## src/rtl/mod_2011_pkg.sv

```systemverilog
// Shared constants, chunk weight table and FSM state type for the mod-2011 residue blocks.
package mod_2011_pkg;

   localparam int unsigned MOD            = 2011;
   localparam int unsigned FOLD_K         = 37;
   localparam int unsigned IN_W           = 400;
   localparam int unsigned CHUNK_W        = 11;
   localparam int unsigned CHUNKS_PER_CYC = 4;
   localparam int unsigned N_CHUNKS       = 37;
   localparam int unsigned N_RUN          = 10;
   localparam int unsigned LAST_CNT       = N_RUN - 1;

   // W[i] = 2^(11*i) mod 2011, i.e. 37^i mod 2011.
   localparam logic [CHUNK_W-1:0] W [N_CHUNKS] = '{
      11'd1,    11'd37,   11'd1369, 11'd378,  11'd1920, 11'd655,  11'd103,  11'd1800,
      11'd237,  11'd725,  11'd682,  11'd1102, 11'd554,  11'd388,  11'd279,  11'd268,
      11'd1872, 11'd890,  11'd754,  11'd1755, 11'd583,  11'd1461, 11'd1771, 11'd1175,
      11'd1244, 11'd1786, 11'd1730, 11'd1669, 11'd1423, 11'd365,  11'd1439, 11'd957,
      11'd1222, 11'd972,  11'd1777, 11'd1397, 11'd1414
   };

   typedef enum logic [1:0] {StIdle, StRun, StFinal, StDone} state_e;

endpackage

```

## src/rtl/mod_2011_seq_reducer_if.sv

```systemverilog
// Operand-in / residue-out handshake bundle for the sequential mod-2011 reducer.
interface mod_2011_seq_reducer_if;
   import mod_2011_pkg::*;

   logic               in_valid;
   logic               in_ready;
   logic [IN_W:1]      X;
   logic               out_valid;
   logic               out_ready;
   logic [CHUNK_W-1:0] R;

   modport master (
      output in_valid, X, out_ready,
      input  in_ready, out_valid, R
   );

   modport slave (
      input  in_valid, X, out_ready,
      output in_ready, out_valid, R
   );

endinterface

```

## src/rtl/mod_2011_fold3.sv

```systemverilog
// Combinational 25-bit to 12-bit fold using 2^11 = 37 (mod 2011); output < 2603.
module mod_2011_fold3
   import mod_2011_pkg::*;
(
   input  logic [24:0] s,
   output logic [11:0] f
);

   logic [19:0] f1;
   logic [14:0] f2;

   always_comb begin
      f1 = 20'(s[10:0])  + 20'(s[24:11])  * 20'(FOLD_K);
      f2 = 15'(f1[10:0]) + 15'(f1[19:11]) * 15'(FOLD_K);
      f  = 12'(f2[10:0]) + 12'(f2[14:11]) * 12'(FOLD_K);
   end

endmodule

```

## src/rtl/mod_2011_seq_reducer.sv

```systemverilog
// Sequential X mod 2011 for a 400-bit operand: four weighted 11-bit chunks folded per cycle
// into a small accumulator over 10 cycles, then one conditional subtract.
module mod_2011_seq_reducer
   import mod_2011_pkg::*;
(
   input  logic                   clk,
   input  logic                   rst,
   input  logic                   abort,
   output logic                   busy,
   mod_2011_seq_reducer_if.slave  bus
);

   localparam int unsigned PAD_W = N_RUN * CHUNKS_PER_CYC * CHUNK_W;

   state_e             state_q, state_d;
   logic [3:0]         cnt_q, cnt_d;
   logic [11:0]        acc_q, acc_d;
   logic [IN_W:1]      op_q, op_d;
   logic [CHUNK_W-1:0] r_q, r_d;
   logic               out_valid_q, out_valid_d;

   logic [PAD_W-1:0]   x_pad;
   logic [24:0]        sum;
   logic [11:0]        fold_out;
   logic [5:0]         idx;
   logic [8:0]         pos;
   logic [CHUNK_W-1:0] chunk;
   logic [CHUNK_W-1:0] wt;

   // Zero padding makes the short top chunk and the unused slots of the last cycle read as 0.
   assign x_pad = PAD_W'(op_q);

   always_comb begin
      sum   = 25'(acc_q);
      idx   = '0;
      pos   = '0;
      chunk = '0;
      wt    = '0;
      for (int j = 0; j < int'(CHUNKS_PER_CYC); j++) begin
         idx   = 6'(cnt_q) * 6'(CHUNKS_PER_CYC) + 6'(j);
         pos   = 9'(idx) * 9'(CHUNK_W);
         chunk = x_pad[pos +: CHUNK_W];
         wt    = (idx < 6'(N_CHUNKS)) ? W[idx] : '0;
         sum   = sum + 25'(chunk) * 25'(wt);
      end
   end

   mod_2011_fold3 u_fold3 (
      .s (sum),
      .f (fold_out)
   );

   always_comb begin
      state_d     = state_q;
      cnt_d       = cnt_q;
      acc_d       = acc_q;
      op_d        = op_q;
      r_d         = r_q;
      out_valid_d = out_valid_q;
      if (abort) begin
         // R deliberately keeps its last value.
         state_d     = StIdle;
         cnt_d       = '0;
         acc_d       = '0;
         out_valid_d = 1'b0;
      end else begin
         unique case (state_q)
            StIdle: begin
               if (bus.in_valid) begin
                  op_d    = bus.X;
                  acc_d   = '0;
                  cnt_d   = '0;
                  state_d = StRun;
               end
            end
            StRun: begin
               acc_d = fold_out;
               if (cnt_q == 4'(LAST_CNT)) begin
                  state_d = StFinal;
               end else begin
                  cnt_d = cnt_q + 4'd1;
               end
            end
            StFinal: begin
               r_d         = (acc_q >= 12'(MOD)) ? CHUNK_W'(acc_q - 12'(MOD)) : CHUNK_W'(acc_q);
               out_valid_d = 1'b1;
               state_d     = StDone;
            end
            StDone: begin
               if (bus.out_ready) begin
                  out_valid_d = 1'b0;
                  state_d     = StIdle;
               end
            end
            default: state_d = StIdle;
         endcase
      end
   end

   always_ff @(posedge clk or posedge rst) begin
      if (rst) begin
         state_q     <= StIdle;
         cnt_q       <= '0;
         acc_q       <= '0;
         op_q        <= '0;
         r_q         <= '0;
         out_valid_q <= 1'b0;
      end else begin
         state_q     <= state_d;
         cnt_q       <= cnt_d;
         acc_q       <= acc_d;
         op_q        <= op_d;
         r_q         <= r_d;
         out_valid_q <= out_valid_d;
      end
   end

   assign bus.in_ready  = (state_q == StIdle);
   assign bus.out_valid = out_valid_q;
   assign bus.R         = r_q;
   assign busy          = (state_q != StIdle);

endmodule

```

## src/flat_wrapper.sv

```systemverilog
// flat-port wrapper written by rule: the top's interface ports become plain ports
module mod_2011_seq_reducer_flat import mod_2011_pkg::*;
  (clk, rst, abort, busy, bus_in_valid, bus_X, bus_out_ready, bus_in_ready, bus_out_valid, bus_R);
  mod_2011_seq_reducer_if bus_i ();
  input  logic clk;
  input  logic rst;
  input  logic abort;
  output logic busy;
  input wire logic [$bits(bus_i.in_valid)-1:0] bus_in_valid;
  input wire logic [$bits(bus_i.X)-1:0] bus_X;
  input wire logic [$bits(bus_i.out_ready)-1:0] bus_out_ready;
  output wire logic [$bits(bus_i.in_ready)-1:0] bus_in_ready;
  output wire logic [$bits(bus_i.out_valid)-1:0] bus_out_valid;
  output wire logic [$bits(bus_i.R)-1:0] bus_R;
  assign bus_i.in_valid = bus_in_valid;
  assign bus_i.X = bus_X;
  assign bus_i.out_ready = bus_out_ready;
  assign bus_in_ready = bus_i.in_ready;
  assign bus_out_valid = bus_i.out_valid;
  assign bus_R = bus_i.R;
  mod_2011_seq_reducer u_core (.clk(clk), .rst(rst), .abort(abort), .busy(busy), .bus(bus_i));
endmodule
```

## config.mk

```make
export PLATFORM = sky130hd
export DESIGN_NAME = mod_2011_seq_reducer_flat
export DESIGN_NICKNAME = d
export VERILOG_FILES = /design/src/rtl/mod_2011_pkg.sv /design/src/rtl/mod_2011_seq_reducer_if.sv /design/src/rtl/mod_2011_fold3.sv /design/src/rtl/mod_2011_seq_reducer.sv /design/src/flat_wrapper.sv
export SDC_FILE = /design/constraint.sdc
export NUM_CORES = 2
export LEC_CHECK = 0
export CAP_MARGIN = 20
export CORE_MARGIN = 1
export CORE_UTILIZATION = 50
export DETAILED_ROUTE_END_ITERATION = 8
export GPL_TIMING_DRIVEN = 1
export PLACE_DENSITY = 0.69
export SYNTH_ARGS = -nofsm -noshare
export SYNTH_HDL_FRONTEND = slang
export SYNTH_SLANG_ARGS = --single-unit
```

## constraint.sdc

```tcl
create_clock -name clk -period 27.1 [get_ports clk]
set_input_delay 5.42 -clock clk [delete_from_list [all_inputs] [get_ports clk]]
set_output_delay 5.42 -clock clk [all_outputs]
set_load 0.1 [all_outputs]
```

==> metrics.md <==
| Metric | Value |
|---|---|
| Slowest stage delay, CP | `1000 ps` |
| Seq cells post-synth | `430` |
| Clk_lat worst skew | `650 ps` |
| Clock-pin transition on the worst setup and hold timing paths | `70 ps` |
| I/O pin count | `419` |
| Critical path launch point | `u_core.cnt_q[0]` |
| Final #Nets | `7538` |
| R2R Setup Slk | `3950 ps` |
| Clock Skew | `25.6 ps` |
| CTS tree | `yes` |
| Finished Cell Area | `72600 µm²` |
| CP max FO | `57` |
| Vias | `52500` |
| Global Route Usage Sum | `34.7%` |
| CTS Buf Count | `50` |
| Post-DP HPWL | `181000 µm` |
| Die area | `133000 µm²` |
| Core Box Area | `130000 µm²` |
| GPL Wtd Cong | `1.04` |
| Critical Path Sink | `u_core.acc_q[10]` |
| WP data required | `27640 ps` |
| Post-route ant nets | `0` |
| WS Path Type | `flip-flop to flip-flop` |
| Buf/Inv on CP | `12` |
| Ys Warns | `0` |
| Reg2reg end | `u_core.acc_q[10]` |
| Seq/Total Area, Yosys | `16.4%` |
| Crit path time final | `23150 ps` |
| Share of cells above drive strength 1 | `21.7%` |
| Mean Syn Cell Area | `10.7 µm²` |
| Delay-heaviest family, CP | `adder cells` |
| RSZ-0062 raised after global routing | `no` |
| Crit path depth | `73` |
| Post-route setup slack | `3950 ps` |
| CTS root buf | `clkbuf_16` |
| CP Launch Type | `flip-flop` |
| Worst r2r path cells | `73` |
| Post-synth EDFFs | `0` |
| Hold Path Class | `flip-flop to flip-flop` |
| Largest net degree at the start of global routing | `174` |
| First-pass GRT wire length | `344000 µm` |
| DR WL/cell | `28.6 µm` |
| Most frequent cells in the layout | `inv_1, mux4_2, mux2i_1` |
| Detailed-route DRC error count | `0` |
| Routed wire length | `231000 µm` |
| PortBufs | `418` |
| Grt ovf | `0` |
| Cts hold-fix bufs | `0` |
| CP arrival | `23690 ps` |
| Most common cell after layout, fill and taps aside | `inv_1` |
| Reg2Reg Launch Point | `u_core.cnt_q[0]` |
| DRT iter0 DRCs | `6065` |
| Gate Count Post-Synth | `6132` |
| Initial antenna violation count | `13` |
| CP endpoint kind | `flip-flop` |
| Final Setup Violations | `0` |
| Initial core utilization | `50.6%` |
| Post CTS Setup Buffer Count | `0` |
| Post-synth ARST share | `100%` |
| Layout area overhead | `10.3%` |
| Predominant post-synthesis flop cell | `dfrtp_1` |
| Post-CTS Resized | `0` |
| Die Wd | `365 µm` |
| Dpl ws | `4050 ps` |
| Number of vias per cell | `6.50` |
| Pins over their slew limit | `0` |
| CP max-delay cell | `a21oi_1` |
| Maximum Capacitance Violations | `0` |
| Htree depth | `2` |
| Clk buf depth | `3` |
| Net Count, Synth | `7378` |
| Synth Cell Area | `65800 µm²` |
| Hold Fails Final Rpt | `0` |
| Slew of the pin with the lowest slew margin | `1200 ps` |
| Status | `finished clean` |
| FP Rows | `132` |
| Synth cell types | `93` |
| Worst rel slew slack | `18.8%` |
| Crit share post-route | `85.4%` |
| Die height | `365 µm` |
| Setup Total Neg Slack | `0 ps` |
| Peak Freq | `43.2 MHz` |
| Most common cell on crit path | `fa_1` |
| DRT Pass-1 Iters | `6` |
| Vias in the first global route | `52600` |
| Clock Sinks | `430` |
| DP Area | `70800 µm²` |
==> per-stage QoR <==
step / hold WS [ps] / util (%) / std cells
2_1_floorplan: 479 / - / 6132
3_3_place_gp: 463 / 54.4 / 7973
3_5_place_dp: 471 / 54.5 / 7978
4_1_cts: 486 / 55.8 / 8072
5_1_grt: 508 / 55.8 / 8077
6_report: 477 / 55.8 / 8082
==> kinds of logic (layout without fill, tap and decap cells) <==
family          Yosys count  count (layout)  synth area share, %
mux                    1621            1621                 36.6
simple gates           1230            1230                 8.77
buf+inv                1097            1299                 7.80
fa+ha+maj               841             841                 21.4
compound gates          812             812                 7.65
flops                   430             430                 16.4
xor+xnor                101             101                 1.41
other cells               0               6                    0
==> metal layers <==
layer / GRT usage (%) / part of all wire (%) / up-vias
li1: - / - / 22200
met1: 46.2 / 39 / 26700
met2: 53.8 / 45 / 2969
met3: 7.23 / 9.6 / 623
met4: 17.5 / 5.9 / 18
met5: 0 / 0.057 / -
==> cell usage after synthesis (10+ instances only) <==
cell / n / share of area [%]
o21bai_1: 11 / 0.13
mux4_2: 576 / 20
buf_2: 122 / 0.93
inv_1: 659 / 3.8
o21ai_1: 18 / 0.14
a211oi_1: 36 / 0.41
and3_1: 19 / 0.18
nor2b_1: 48 / 0.46
and2_1: 101 / 0.96
dfrtp_1: 430 / 16
buf_4: 119 / 1.4
or3_1: 10 / 0.095
nor2_1: 350 / 2.0
xnor2_1: 73 / 0.97
mux2_1: 10 / 0.17
fa_1: 473 / 14
nand3_1: 44 / 0.33
buf_1: 10 / 0.057
mux2_2: 507 / 8.7
nand2_1: 403 / 2.3
a311oi_1: 12 / 0.16
a21boi_0: 13 / 0.15
buf_6: 48 / 0.82
ha_1: 368 / 7.0
or2_1: 23 / 0.22
xor2_1: 24 / 0.32
a21o_1: 42 / 0.48
nand2b_1: 136 / 1.3
o21ai_0: 230 / 1.7
a22o_1: 12 / 0.16
or2_2: 13 / 0.12
clkbuf_1: 129 / 0.74
o21a_1: 28 / 0.32
mux2i_1: 526 / 8.0
a31oi_1: 10 / 0.095
a21oi_1: 249 / 1.9
nor3_1: 44 / 0.33
o211ai_1: 67 / 0.76
==> cell type report <==
cell class / count / area, µm²
Fill cell: 11200 / 57400
Multi-Input combinational cell: 4605 / 50200
Sequential cell: 430 / 10800
Timing Repair Buffer: 541 / 5220
Inverter: 664 / 2510
Tap cell: 1742 / 2180
Clock buffer: 70 / 1440
Clock inverter: 24 / 287
Antenna cell: 6 / 15.0
==> worst min path at each step <==
stage,start,end,cells past startpoint
4_1_cts,u_core.bus.R[10],u_core.bus.R[10],2
3_3_place_gp,u_core.bus.R[10],u_core.bus.R[10],2
2_1_floorplan,u_core.op_q[1],u_core.op_q[1],1
6_report,u_core.bus.R[10],u_core.bus.R[10],2
5_1_grt,u_core.bus.R[9],u_core.bus.R[9],2
3_5_place_dp,u_core.bus.R[10],u_core.bus.R[10],2
==> worst register-to-register path, delay by kind of cell, from the launching register on <==
family / cells / cell delay, ps
flops: 1 / 900
simple gates: 10 / 2780
compound gates: 21 / 5980
fa+ha+maj: 26 / 10870
xor+xnor: 4 / 920
buf+inv: 12 / 1580
==> sequential cells by signal (all words and copies together), names as in the netlist <==
signal                flops
u_core.acc_q             12
u_core.bus.out_valid      1
u_core.state_q            2
u_core.cnt_q              4
u_core.bus.R             11
u_core.op_q             400
Power is left out: the tool's default activity adds up to more than one toggle a clock period on the data nets, which glitch-free logic cannot reach.
